`src/rtl/dac_playback_ctrl.sv`:
```
// dac_playback_ctrl: buffers processor-written samples in a small FIFO and
// paces them onto the 10-bit parallel DAC at a programmable sample rate,
// generating the DAC latch clock and sequencing power-down and wake-up.
module dac_playback_ctrl #(
  parameter int         FIFO_AW  = 5,
  parameter int         WAKE_CYC = 1000,
  parameter logic [9:0] MIDSCALE = 10'h200
) (
  input  logic               Bus2IP_Clk,
  input  logic               Bus2IP_Reset,
  input  logic               cfg_enable,
  input  logic [15:0]        cfg_rate_div,
  input  logic               cfg_twos,
  input  logic               cfg_flush,
  input  logic               underrun_clr,
  input  logic               wr_valid,
  input  logic [0:9]         wr_data,
  output logic               wr_ready,
  output logic [FIFO_AW:0]   fifo_level,
  output logic               underrun,
  output logic               running,
  output logic [0:9]         S_Data,
  output logic               S_DCLKIO,
  output logic               S_Clkout,
  output logic               S_PinMD,
  output logic               S_ClkMD,
  output logic               S_Format,
  output logic               S_PWRDN
);

  localparam int DEPTH = 2 ** FIFO_AW;
  localparam int WW    = (WAKE_CYC < 2) ? 1 : $clog2(WAKE_CYC);
  localparam logic [WW-1:0]      WAKE_LAST = WW'(WAKE_CYC - 1);
  localparam logic [FIFO_AW:0]   LVL_ONE   = (FIFO_AW+1)'(1);
  localparam logic [FIFO_AW:0]   LVL_FULL  = (FIFO_AW+1)'(DEPTH);
  localparam logic [FIFO_AW-1:0] PTR_ONE   = FIFO_AW'(1);

  typedef enum logic [1:0] {IDLE, WAKE, RUN} state_t;

  state_t             state, state_next;
  logic [WW-1:0]      wake_cnt;
  logic [15:0]        cnt, div_d, rate_max;
  logic [16:0]        half;
  logic               tick, run_tick, do_pop, do_push, ur_event;
  logic [FIFO_AW-1:0] rd_ptr, wr_ptr;
  logic [FIFO_AW:0]   level_next;
  logic [0:9]         mem [DEPTH];
  logic               dclk;

  // State register; reset always lands in the powered-down idle state
  always_ff @(posedge Bus2IP_Clk) begin
    if (Bus2IP_Reset) state <= IDLE;
    else              state <= state_next;
  end

  // Next-state logic: dropping enable returns to IDLE from anywhere
  always_comb begin
    state_next = state;
    case (state)
      IDLE: if (cfg_enable) state_next = WAKE;
      WAKE: begin
        if (!cfg_enable)                state_next = IDLE;
        else if (wake_cnt == WAKE_LAST) state_next = RUN;
      end
      RUN:  if (!cfg_enable) state_next = IDLE;
      default: state_next = IDLE;
    endcase
  end

  // Divider tick, FIFO handshakes and next occupancy; flush beats push and pop
  always_comb begin
    rate_max   = (cfg_rate_div == 16'd0) ? 16'd1 : cfg_rate_div;
    half       = ({1'b0, div_d} + 17'd1) >> 1;
    tick       = (state != IDLE) && (cnt == div_d);
    run_tick   = tick && (state == RUN) && cfg_enable;
    do_pop     = run_tick && (fifo_level != '0) && !cfg_flush;
    ur_event   = run_tick && (fifo_level == '0);
    do_push    = wr_valid && wr_ready && !cfg_flush;
    level_next = fifo_level;
    if (cfg_flush)              level_next = '0;
    else if (do_push && !do_pop) level_next = fifo_level + LVL_ONE;
    else if (do_pop && !do_push) level_next = fifo_level - LVL_ONE;
  end

  // Wake-up timer only runs while in WAKE so every wake-up lasts the full time
  always_ff @(posedge Bus2IP_Clk) begin
    if (Bus2IP_Reset || state != WAKE) wake_cnt <= '0;
    else                               wake_cnt <= wake_cnt + WW'(1);
  end

  // Sample-period counter; a new rate is only picked up at the period boundary
  always_ff @(posedge Bus2IP_Clk) begin
    if (Bus2IP_Reset) begin
      cnt   <= 16'd0;
      div_d <= 16'd1;
    end else if (state == IDLE || tick) begin
      cnt   <= 16'd0;
      div_d <= rate_max;
    end else begin
      cnt   <= cnt + 16'd1;
    end
  end

  // Latch clock falls with each data update and rises halfway through the period
  always_ff @(posedge Bus2IP_Clk) begin
    if (Bus2IP_Reset || state == IDLE || state_next == IDLE) dclk <= 1'b0;
    else if (tick)                                          dclk <= 1'b0;
    else if ({1'b0, cnt} + 17'd1 == half)                   dclk <= 1'b1;
  end

  // Sample storage has no reset; only the pointers and level define content
  always_ff @(posedge Bus2IP_Clk) begin
    if (do_push) mem[wr_ptr] <= wr_data;
  end

  // FIFO pointers, occupancy and full flag, all registered
  always_ff @(posedge Bus2IP_Clk) begin
    if (Bus2IP_Reset || cfg_flush) begin
      rd_ptr     <= '0;
      wr_ptr     <= '0;
      fifo_level <= '0;
      wr_ready   <= 1'b1;
    end else begin
      if (do_push) wr_ptr <= wr_ptr + PTR_ONE;
      if (do_pop)  rd_ptr <= rd_ptr + PTR_ONE;
      fifo_level <= level_next;
      wr_ready   <= (level_next != LVL_FULL);
    end
  end

  // DAC-facing outputs and status; a new underrun wins over a same-cycle clear
  always_ff @(posedge Bus2IP_Clk) begin
    if (Bus2IP_Reset) begin
      S_PWRDN  <= 1'b1;
      S_Data   <= MIDSCALE;
      S_Format <= 1'b0;
      running  <= 1'b0;
      underrun <= 1'b0;
    end else begin
      S_PWRDN  <= (state_next == IDLE);
      running  <= (state_next == RUN);
      S_Format <= cfg_twos;
      if (state_next != RUN) S_Data <= MIDSCALE;
      else if (do_pop)       S_Data <= mem[rd_ptr];
      if (ur_event)          underrun <= 1'b1;
      else if (underrun_clr) underrun <= 1'b0;
    end
  end

  assign S_DCLKIO = dclk;
  assign S_Clkout = dclk;
  assign S_PinMD  = 1'b1;
  assign S_ClkMD  = 1'b0;

endmodule

```
`config.mk`:
```
export PLATFORM = sky130hd
export DESIGN_NAME = dac_playback_ctrl
export DESIGN_NICKNAME = d
export VERILOG_FILES = /design/src/rtl/dac_playback_ctrl.sv
export SDC_FILE = /design/constraint.sdc
export NUM_CORES = 1
export LEC_CHECK = 0
export BUFFER_PORTS_ARGS = -buffer_cell sky130_fd_sc_hd__buf_2
export CAP_MARGIN = 20
export CORE_ASPECT_RATIO = 0.9
export CORE_MARGIN = 1
export CORE_UTILIZATION = 62
export CTS_CLUSTER_DIAMETER = 80
export DETAILED_ROUTE_END_ITERATION = 8
export MAX_ROUTING_LAYER = met4
export PLACE_DENSITY = 0.8
export SYNTH_ARGS = -nofsm -noshare
export SYNTH_HDL_FRONTEND = slang
export SYNTH_SLANG_ARGS = --single-unit
```
`constraint.sdc`:
```
create_clock -name Bus2IP_Clk -period 2.75 [get_ports Bus2IP_Clk]
set_clock_uncertainty 0.1 [all_clocks]
set_input_delay 0.4125 -clock Bus2IP_Clk [delete_from_list [all_inputs] [get_ports Bus2IP_Clk]]
set_output_delay 0.4125 -clock Bus2IP_Clk [all_outputs]
set_load 0.01 [all_outputs]
```
=== After elaboration in Yosys (flattened, before gate mapping) ===
Memories as Yosys holds them, arrays and structs flattened. A register that Yosys moved wholly into a read port is not among the register bits.
Index checks and enable logic that the tools add are counted.

* Bits in writable memories: 320
* Output and inout port bits: 25
* Flip-flop bits (word level): 66
* Latch bits: 0
* Memories: 1
* Bits of input ports: 33
* Logic and storage cells: 72
* Bits in read-only memories: 0

{| class="wikitable"
|+ Memories
! memory !! depth !! bits a word !! read ports !! clocked after memory_dff !! write ports !! line !! RTL
|-
| mem || 32 || 10 || 1 || 1 || 1 || 47 || <nowiki>logic [0:9] mem [DEPTH];</nowiki>
|}

* Reductions and logical operators: 28
* Bitwise operators: 0
* Equality and inequality tests: 9
* Shift-type cells: 0
* Multiplexer cells: 13
* Order comparisons: 0
* $add $sub $neg: 8
* Multipliers: 0
* Divide/modulo/power cells: 0

{| class="wikitable"
|+ Operator list
! operator !! count
|-
| $add A16 B1 Y17 const B || 2
|-
| $mux W6 || 3
|-
| $eq A17 B16 Y1 || 1
|-
| $add A16 B1 Y16 const B || 1
|-
| $eq A16 B16 Y1 || 1
|-
| $logic_not A16 Y1 || 1
|-
| $mux W16 || 1
|-
| $add A10 B1 Y10 const B || 1
|-
| $add A5 B1 Y5 const B || 2
|-
| $eq A10 B10 Y1 const B || 1
|-
| $logic_and A1 B1 Y1 || 10
|-
| $mux W2 || 4
|-
| $add A6 B1 Y6 const B || 1
|-
| $logic_not A6 Y1 || 1
|-
| $ne A6 B6 Y1 const B || 1
|-
| $pmux W2 S3 || 1
|-
| $reduce_bool A6 Y1 || 1
|-
| $reduce_or A2 Y1 || 3
|-
| $sub A6 B1 Y6 const B || 1
|-
| $logic_or A1 B1 Y1 || 5
|-
| $eq A2 B2 Y1 const B || 2
|-
| $logic_not A2 Y1 || 2
|-
| $mux W1 || 4
|-
| $reduce_bool A2 Y1 || 2
|-
| 4 further kinds || 6
|}

=== Longest topological paths before layout ===
Gate-level depths: netlist of run 1.

* Depth after elaboration: 11
* Depth in mapped cells: 9
* Mapped depth without buffers: 8

=== Least setup slack after synthesis of run 1 ===
OpenSTA, ideal clock, no wires.

* Path kind: input port to flip-flop
* From: in cfg_flush
* To: mem mem[23][0] in the netlist's numbering, enable pin
* Setup time: 392 ps
* Buffers on the path: 1
* Arrival time: 1947 ps
* Stages on the path: 4
* Setup slack: 311 ps
* Cell sequence: clkbuf_1 -> nor2_1 -> nand3_1 -> nor3b_1

* Word-level cells in the longest chain between the ends: 4

{| class="wikitable"
|+ RTL lines
! item !! line !! RTL
|-
| start: declaration || 14 || <nowiki>input logic cfg_flush,</nowiki>
|-
| $logic_not A1 Y1 || 78 || <nowiki>do_push = wr_valid && wr_ready && !cfg_flush;</nowiki>
|-
| $logic_and A1 B1 Y1 || 78 ||
|-
| $mux W1 || 113 || <nowiki>if (do_push) mem[wr_ptr] <= wr_data;</nowiki>
|-
| $mux W1 (implied by the code) || 113 ||
|-
| end: declaration || 47 ||
|}

Every way passes these cells.

=== Final worst setup path of run 1 ===
* From: reg cnt[6]
* To: reg wr_ready

* Word-level cells in the longest chain between the ends: 11

{| class="wikitable"
|+ RTL lines
! item !! line !! RTL
|-
| start: declaration || 42 || <nowiki>logic [15:0] cnt, div_d, rate_max;</nowiki>
|-
| start signal: assignment || 100 || <nowiki>cnt <= cnt + 16'd1;</nowiki>
|-
| $eq A16 B16 Y1 * || 74 || <nowiki>tick = (state != IDLE) && (cnt == div_d);</nowiki>
|-
| $logic_and A1 B1 Y1 * || 74 ||
|-
| $logic_and A1 B1 Y1 * (2 in a row) || 75 || <nowiki>run_tick = tick && (state == RUN) && cfg_enable;</nowiki>
|-
| $logic_and A1 B1 Y1 * (2 in a row) || 76 || <nowiki>do_pop = run_tick && (fifo_level != '0) && !cfg_flush;</nowiki>
|-
| $logic_and A1 B1 Y1 / $logic_not A1 Y1 (equally long branches) || 82, 81 ||
|-
| $mux W6 / $logic_and A1 B1 Y1 (equally long branches) || 82, 81 ||
|-
| $mux W6 * || 81 || <nowiki>else if (do_push && !do_pop) level_next = fifo_level + LVL_ONE;</nowiki>
|-
| $mux W6 * || 80 || <nowiki>if (cfg_flush) level_next = '0;</nowiki>
|-
| $ne A6 B6 Y1 * || 127 || <nowiki>wr_ready <= (level_next != LVL_FULL);</nowiki>
|-
| end signal: assignment || 127 ||
|-
| end: declaration || 18 || <nowiki>output logic wr_ready,</nowiki>
|}

Mark *: on every way between the ends. The rest lies on a longest branch, timed or not.
A chain may end at the register's enable or synchronous reset.

==> results of run 1 <==
## kinds of logic (layout without fill, tap and decap cells)
kind of cell / after synthesis / after routing
buffers and inverters: 61 / 195
AO/OA/AOI/OAI: 42 / 42
multiplexers: 129 / 129
XOR/XNOR: 71 / 71
adder cells (fa/ha/maj): 11 / 11
other: 2 / 2
AND/OR/NAND/NOR: 256 / 256
flip-flops: 396 / 396
## per-layer routing
layer,up-vias,track usage
li1,3983,-
met1,4591,0.387
met2,469,0.430
met3,57,0.0726
met4,0,0.0712
met5,-,-
## power groups by stage
stage                     sequential [W]  clock, W  combinational (W)
after floorplan                  0.00665         0           0.000158
after global placement           0.00665         0           0.000314
after detailed placement         0.00665         0           0.000326
after CTS                        0.00653   0.00512           0.000329
after global routing             0.00653   0.00536           0.000360
final                            0.00653   0.00506           0.000334
## final cells by class
cell class                      instances  area [sq um]  area share
Clock buffer                           46          1030      0.0553
Inverter                               12          45.0     0.00243
Timing Repair Buffer                  115           801      0.0431
Clock inverter                         22           180     0.00971
Sequential cell                       396         11100       0.600
Tap cell                              342           428      0.0231
Multi-Input combinational cell        511          4940       0.266
## synthesized netlist by cell type, types with 8 or more instances
cell type,count
xor2_1,37
nor4_1,14
edfxtp_1,320
nor3_1,17
a211oi_2,8
buf_2,17
or3_1,9
inv_1,12
ha_1,11
clkbuf_1,23
nand2_1,28
o21ai_0,8
nand3_1,18
nor2_1,108
and3_1,9
mux2i_1,29
mux4_2,100
a21oi_1,12
nand4_1,18
dfxtp_1,76
xnor2_1,32
## per-stage QoR
step / worst slack, ns / cell area, sq um / hold slack, ns / cells
after floorplan: 0.311 / 16300 / 0.318 / 968
after global placement: 0.174 / 17300 / 0.330 / 1376
after detailed placement: 0.122 / 17300 / 0.335 / 1376
after CTS: 0.120 / 18500 / 0.0134 / 1444
after global routing: 0.0109 / 18600 / 0.0430 / 1444
final: 0.170 / 18600 / 0.0205 / 1444
## worst max-delay path, delay by kind of cell (launching register included)
family,cells,cell delay (ns)
buffers and inverters,1,0.23
DFF,1,0.46
and+or+nand+nor,4,0.96
muxes,2,0.57
xor gates and xnor gates,1,0.11
## state kept, by name, indices dropped and copies added, names as in the netlist
| name | flops |
|---|---|
| rd_ptr | 5 |
| S_Clkout | 1 |
| S_Data | 10 |
| wr_ptr | 5 |
| wr_ready | 1 |
| cnt | 16 |
| S_Format | 1 |
| running | 1 |
| fifo_level | 6 |
| underrun | 1 |
| S_PWRDN | 1 |
| wake_cnt | 10 |
| mem | 320 |
| div_d | 16 |
| state | 2 |
## cell usage in the layout (no fill, tap or decap), drive strengths merged, types with 6 or more instances in the layout
master  netlist  layout
or2           6       6
dfxtp        76      76
xor2         37      37
and3          9       9
nand4        18      18
o21ai         9       9
buf          26     115
nand3        19      19
xnor2        32      32
nor4         15      15
nand2        28      28
ha           11      11
a211oi       12      12
mux2i        29      29
edfxtp      320     320
mux4        100     100
inv          12      15
clkinv        0      17
a21oi        12      12
nor2        109     109
or3           9       9
nor3         18      18
clkbuf       23      46
## final timing paths
path | from | to | slack, ns
worst min register to register | wake_cnt[0] | wake_cnt[0] | 0.35
worst min-delay path | cfg_twos | S_Format | 0.02
worst max register to register | cnt[6] | wr_ready | 0.17
worst max-delay path | cnt[6] | wr_ready | 0.17
## repair_timing
action                                 in CTS  in global routing
endpoints found under the hold margin       0                  0
gates resized for setup                     0                  3
setup endpoints to repair                   0                  3
==> results.md, run 1 <==
- Yosys reg bits: 396
- Highest routing layer actually used: met4
- Layout fillers: around 1,500
- Syn_nets: between 1,000 and 1,500
- Post-detail-place hpwl: ~23,000 um
- Via-to-Cell Ratio: 6.30
- Routed Antenna Nets: 0
- GP Congestion: 0.940
- CTS hold repair buffers: 0
- CORE AREA: between 20,000 and 30,000 sq um
- R2R cell count: 8
- Peak supply drop: 610 uV
- Clock tree buffer depth: 3
- Pin count of the biggest net entering global routing: 45
- Total power density per cell area: 642 nW/um^2
- Fin. max-slew vios: 0
- Layout cells sized above 1: 0.265
- Initial antenna violation count: 0
- Number of port buffers: 55
- Num CTS Buffers: 39
- Final min period: 2.58 ns
- RSZ-0062 raised after global routing: false
- Met2 Routed Length: 16,500 um
- Setup TNS: 0 ns
- First-pass GRT wire length: 54,200 um
- Total GRT Usage: 0.283
- H-tree Lvls: 2
- Routed via count: 9,100
- Die width: 173 um
- Final setup fails: 0
- Crit. End Element: register
- Root buf cell: clkbuf_16
- Post-route DRC: 0
- Combinational share of power: 0.028
- Post CTS Setup Buffer Count: 0
- Cell taking the most area after synthesis: edfxtp_1
- CTS Sinks: 396
- Distinct cells, synth: 53
- Async S/R FF share, synth: 0
- Die H: 156 um
- Worst-path clk slew: 0.06 ns
- Vias in the first global route: 9,066
- Antenna Cells: 0
- Critical path cell sequence: xor2_1 > nor4_1 > nand4_1 > buf_4 > nor3_4 > mux2i_1 > mux2i_1 > nand4_1
- Switching Share: 0.205
- Synth Warn #: 0
- Static Leakage: 6.08 nW
- Primary FF master, synth: edfxtp_1
- Row cnt: 55
- Gate count of the mapped netlist: 968
- Post-Syn Area: approximately 16,000 sq um
- Hold Path Cell Cnt: 2
- Worst Max-Slew Pin Slew: 0.688 ns
- Max_cap viols: 0
- WP data arrival: 2.88 ns
- Sequential area share after synthesis: 0.682
- Final net count: 1,119
- WL per Instance: 24.7 um
- Synth top area cells: edfxtp_1, mux4_2, dfxtp_1
- Avg Inst Size Synth: 16.9 sq um
- CP required: 3.05 ns
- Largest family of logic cells by synthesized area: multiplexers
- Critical path's largest stage delay: 0.46 ns
- First-pass detailed-route iteration total: 5
- Tcrit/Tclk final: 0.938
- FMAX: between 0.3 and 0.4 GHz
- Min-delay worst type: in -> reg
- Outcome: completed
- Slew margin rel.: 0.541
- Starting Density: 0.639
- Overall routed net length: 35,600 um
- CTS tree: done
- Synth Area in Adders: 0.00843
- Grt total ovfl: 0
- Total chip power: 0.0119 W
- Slowest CP cell: dfxtp_1
- Iter 0 DRT Violations: 1,048
- Internal: 0.00948 W
- Part of the power in registers: 0.548
- IO Count: between 50 and 60
- Post-synth top area share: 0.589
- Met1 Wirelength: 14,800 um
- Xor/xnor share of the synthesized area: 0.0398
- Post-synthesis compound-gate area fraction: 0.0189
- Crit Path Class: reg -> reg
- Area Growth Syn to Fin: 13.7%
- Clock Latency Late Sink: about 0.54 ns
- Wire length on met3: ~3600 um
- NetSw: approximately 0.0024 W
- Final Hold Viols: 0
- Clock power frac: 0.424
- Post-synth EDFFs: 320
- Post-Synth Simple-Gate Area: 0.0786
- CP max FO: 6
- Startpoint Class: register
- Multiplexer share of the synthesized area: 0.156
- Fin util: 0.727
- Die ar.: 27,000 sq um
Note: power is estimated with default switching activity, not from simulation.
==> run 2, diff against run 1 <==
CORE_UTILIZATION = 45   (was 62)
PLACE_DENSITY = default   (was 0.8)
==> results.md, run 2 (synthesized netlist as in run 1, its figures left out) <==
- Outcome: completed
- FMAX: between 0.3 and 0.4 GHz
- Initial antenna violation count: 0
- Routed Antenna Nets: 0
- Total power density per cell area: 664 nW/um^2
- Static Leakage: between 6 and 7 nW
- Total GRT Usage: 0.207
- CP required: a little over 3 ns
- CP max FO: 8
- Crit Path Class: reg -> reg
- Min-delay worst type: in -> reg
- Row cnt: 65
- Slew margin rel.: 0.476
- Final setup margin: 0.200 ns
- Worst slack, placed: 0.186 ns
- Peak supply drop: 402 uV
- CORE AREA: ~35,000 sq um
- First-pass detailed-route iteration total: 5
- CTS Sinks: 396
- Worst Max-Slew Pin Slew: 0.785 ns
- Crit. End Element: register
- Total chip power: approximately 0.013 W
- Post-detail-place hpwl: 24,100 um
- GP Congestion: 0.881
- Number of flip-flops under the largest register name: 320
- RSZ-0062 raised after global routing: false
- Final Hold Viols: 0
- Final min period: about 2.5 ns
- Via-to-Cell Ratio: 5.50
- Number of port buffers: 55
- Post-route DRC: 0
- CTS tree: done
- Iter 0 DRT Violations: 707
- Commonest non-fill, non-tap cell in the layout: edfxtp_1
- Num CTS Buffers: 41
- Clock Latency Late Sink: approximately 0.55 ns
- Area Growth Syn to Fin: 17.1%
- Final setup fails: 0
- DP Area: 17,700 sq um
- H-tree Lvls: 2
- Fin. max-slew vios: 0
- Routed via count: 8,811
- Largest Register: mem
- Antenna Cells: 0
- Layout cells sized above 1: 0.286
- Overall routed net length: 36,100 um
- Worst-path clk slew: 0.06 ns
- Root buf cell: clkbuf_16
- Clock tree buffer depth: 3
- Fin area: 19,100 sq um
- Startpoint Class: register
- Final net count: 1,145
- WL per Instance: 22.5 um
- IO Count: 58
- Vias in the first global route: 8,729
- Pin count of the biggest net entering global routing: 34
- Grt total ovfl: 0
- WP data arrival: 2.90 ns
- Die ar.: between 30,000 and 40,000 sq um
- Setup TNS: 0 ns
- Top Registers: mem (320), cnt (16), div_d (16)
- Max_cap viols: 0
- Most frequent cells in the layout: edfxtp_1, nor2_1, mux4_2
- First-pass GRT wire length: 54,900 um
- Die H: 183 um
- Layout fillers: 2,808
- Tcrit/Tclk final: 0.927
- Die width: 203 um
- Starting Density: 0.461
## run 2: path summary, 6_finish.rpt
path                    startpoint          end  slack (ns)  depth (start not counted)
setup reg to reg          div_d[4]     S_Clkout        0.20                          7
hold / removal    cfg_rate_div[11]    div_d[11]        0.03                          3
setup / recovery          div_d[4]     S_Clkout        0.20                          7
hold reg to reg        wake_cnt[0]  wake_cnt[0]        0.36                          1
## run 2: worst max-delay path, cell delays in order, from the launching register on
cell       delay, ns
dfxtp_1         0.49
nand3_1         0.34
nor3_1          0.44
xnor3_1         0.29
nand3b_1        0.14
nor4b_2         0.28
o2111ai_1       0.15
o31ai_1         0.24
## run 2: area by class of cell
cell class,instances,area [sq um],share of cell area
flip-flops and latches,396,11100,0.583
clock inverters,26,357,0.0186
well taps,469,587,0.0307
inverters,12,45.0,0.00236
clock buffers,49,1070,0.0557
repair buffers,139,996,0.0521
multi-input cells,511,4930,0.258
## run 2: where the power goes
| part | leakage (nW) | switching (W) | internal (W) |
|---|---|---|---|
| sequential | 3.50 | 0.0000268 | 0.00650 |
| clock | 0.687 | 0.00228 | 0.00354 |
| combinational | 2.10 | 0.000225 | 0.000126 |
| total | 6.28 | 0.00254 | 0.0102 |
## run 2: timing repair
item,4_1_cts,5_1_grt
buffers inserted,0,0
hold endpoints to repair,1,0
hold buffers,1,0
resized for setup,0,3
endpoints found under the setup margin,0,1
## run 2: stage by stage
step | util | cells | hold WS [ns]
after CTS | 0.540 | 1602 | 0.0125
after global placement | 0.500 | 1526 | 0.330
final | 0.541 | 1602 | 0.0286
after global routing | 0.541 | 1602 | 0.0295
after detailed placement | 0.500 | 1526 | 0.344
after floorplan | - | 968 | 0.318
## run 2: per-layer routing
layer  global-route usage  share of wire  up-vias
met5                    -              0        -
met4               0.0448          0.013        0
met3               0.0343          0.064       35
met2                0.287           0.43      265
met1                0.318           0.49     4470
li1                     -              -     4041
==> run 3, diff against run 2 <==
CELL_PAD_IN_SITES_DETAIL_PLACEMENT = 2   (was default)
CELL_PAD_IN_SITES_GLOBAL_PLACEMENT = 2   (was default)
PLACE_DENSITY_LB_ADDON = 0.1   (was default)
==> results.md, run 3 (synthesized netlist as in run 1, its figures left out) <==
- WL per Instance: 30.8 um
- Total GRT Usage: 0.282
- CTS Sinks: just under 400
- Setup slack, reg-to-reg: 0.09 ns
- Hold Crit Start: cfg_rate_div[2]
- Commonest non-fill, non-tap cell in the layout: edfxtp_1
- First-pass GRT wire length: roughly 70,000 um
- GP Congestion: 0.832
- H-tree Lvls: 2
- Layout cells sized above 1: 0.294
- Hold Path Cell Cnt: 3
- IO Count: 58
- Most frequent cells in the layout: edfxtp_1, nor2_1, mux4_2
- Die width: 203 um
- CORE AREA: 35,400 sq um
- Max_cap viols: 0
- CTS tree: done
- Row cnt: 65
- Peak supply drop: 590 uV
- Crit Path Class: reg -> reg
- Clock tree buffer depth: 3
- Worst setup path startpoint: div_d[1]
- Final min period: 2.66 ns
- Initial antenna violation count: 4
- Final net count: 1,141
- Worst-path clk slew: 0.06 ns
- Largest Register: mem
- Worst r2r src: div_d[1]
- Number of flip-flops under the largest register name: 320
- WP data arrival: 3.02 ns
- Pin count of the biggest net entering global routing: 33
- Area Growth Syn to Fin: 17.8%
- Worst Hold Path EP: div_d[2]
- Static Leakage: around 6.3 nW
- Layout fillers: 3,118
- Clock Latency Late Sink: 0.57 ns
- Grt total ovfl: 0
- First-pass detailed-route iteration total: 4
- Die ar.: 37,000 sq um
- Worst Max-Slew Pin Slew: 0.843 ns
- CP max FO: 5
- Via-to-Cell Ratio: 5.89
- Min Hold Slack: 0.0359 ns
- Outcome: completed
- FMAX: 0.376 GHz
- Routed Antenna Nets: 0
- Root buf cell: clkbuf_16
- Slew margin rel.: 0.438
- Number of port buffers: 55
- Overall routed net length: 49,400 um
- Vias in the first global route: 10,100
- Die H: 183 um
- Post CTS Setup Buffer Count: 0
- Final setup fails: 0
- Final Hold Viols: 0
- Crit. End Element: register
- Starting Density: 0.461
- Startpoint Class: register
- Reg-to-reg critical path endpoint: S_Clkout
- Total power density per cell area: slightly below 700 nW/um^2
- Total chip power: 0.0132 W
- Post-detail-place hpwl: between 30,000 and 40,000 um
- Multi-input logic area: 4970 sq um
- Fin. max-slew vios: 0
- Num CTS Buffers: 43
- Routed via count: 9,434
- Iter 0 DRT Violations: 806
- CP required: 3.11 ns
- Tcrit/Tclk final: 0.967
- Top Registers: mem (320), cnt (16), div_d (16)
- R2R cell count: 8
- Post-route DRC: 0
- Min-delay worst type: in -> reg
- Antenna Cells: 0
- Reg area: 11,100 sq um
-- run 3: cell count changes in the layout (fill, tap and decap cells not counted), moves of 2 or more --
cell,before,now
clkinv_1,7,4
nor4_1,14,11
clkinv_2,5,8
dfxtp_2,2,4
buf_4,76,70
clkbuf_16,41,44
nor4_2,0,3
dfxtp_1,72,70
-- run 3: report_power, final --
part	leakage (nW)	switching, W	total, W	internal, W
clock	0.740	0.00247	0.00629	0.00382
sequential	3.50	0.0000321	0.00653	0.00650
combinational	2.08	0.000258	0.000380	0.000122
-- run 3: what timing repair did --
action,in CTS,in global routing
hold buffers,1,0
gates resized for setup,0,10
setup endpoints to repair,0,7
endpoints found under the hold margin,1,0
-- run 3: worst max-delay path by stage --
| stage | to | cells after the start | slack (ns) |
|---|---|---|---|
| floorplan | mem[23][0] | 4 | 0.31 |
| global placement | S_Clkout | 8 | 0.12 |
| detailed placement | S_Clkout | 8 | 0.04 |
| CTS | S_Clkout | 8 | 0.02 |
| global route | rd_ptr[4] | 9 | -0.003 |
| finish | S_Clkout | 8 | 0.09 |
-- run 3: stage by stage --
stage               TNS [ns]  cells   util  setup slack (ns)  area (sq um)
finish                     0   1601  0.543            0.0899         19200
detailed placement         0   1520  0.499            0.0415         17600
global placement           0   1520  0.499             0.119         17600
floorplan                  0    968      -             0.311         16300
CTS                        0   1601  0.542            0.0206         19200
global route        -0.00309   1601  0.543          -0.00309         19200
-- run 3: critical path, stage by stage (launching register included) --
cell       delay, ns
dfxtp_1         0.46
ha_2            0.28
nand3_4         0.15
xnor2_2         0.20
xnor2_1         0.14
or4b_1          0.53
nor4b_2         0.32
o2111ai_1       0.15
o31ai_1         0.24
-- run 3: cell type report --
| class | instances | area share |
|---|---|---|
| Sequential cell | 396 | 0.580 |
| Multi-Input combinational cell | 511 | 0.259 |
| Clock buffer | 53 | 0.0595 |
| Timing Repair Buffer | 133 | 0.0495 |
| Tap cell | 469 | 0.0305 |
| Clock inverter | 27 | 0.0198 |
| Inverter | 12 | 0.00234 |
-- run 3: metal layers --
layer / GRT usage / part of all wire / vias to the layer above
li1: - / - / 4035
met1: 0.396 / 0.44 / 5022
met2: 0.435 / 0.48 / 311
met3: 0.0430 / 0.059 / 66
met4: 0.0683 / 0.021 / 0
met5: - / 0 / -
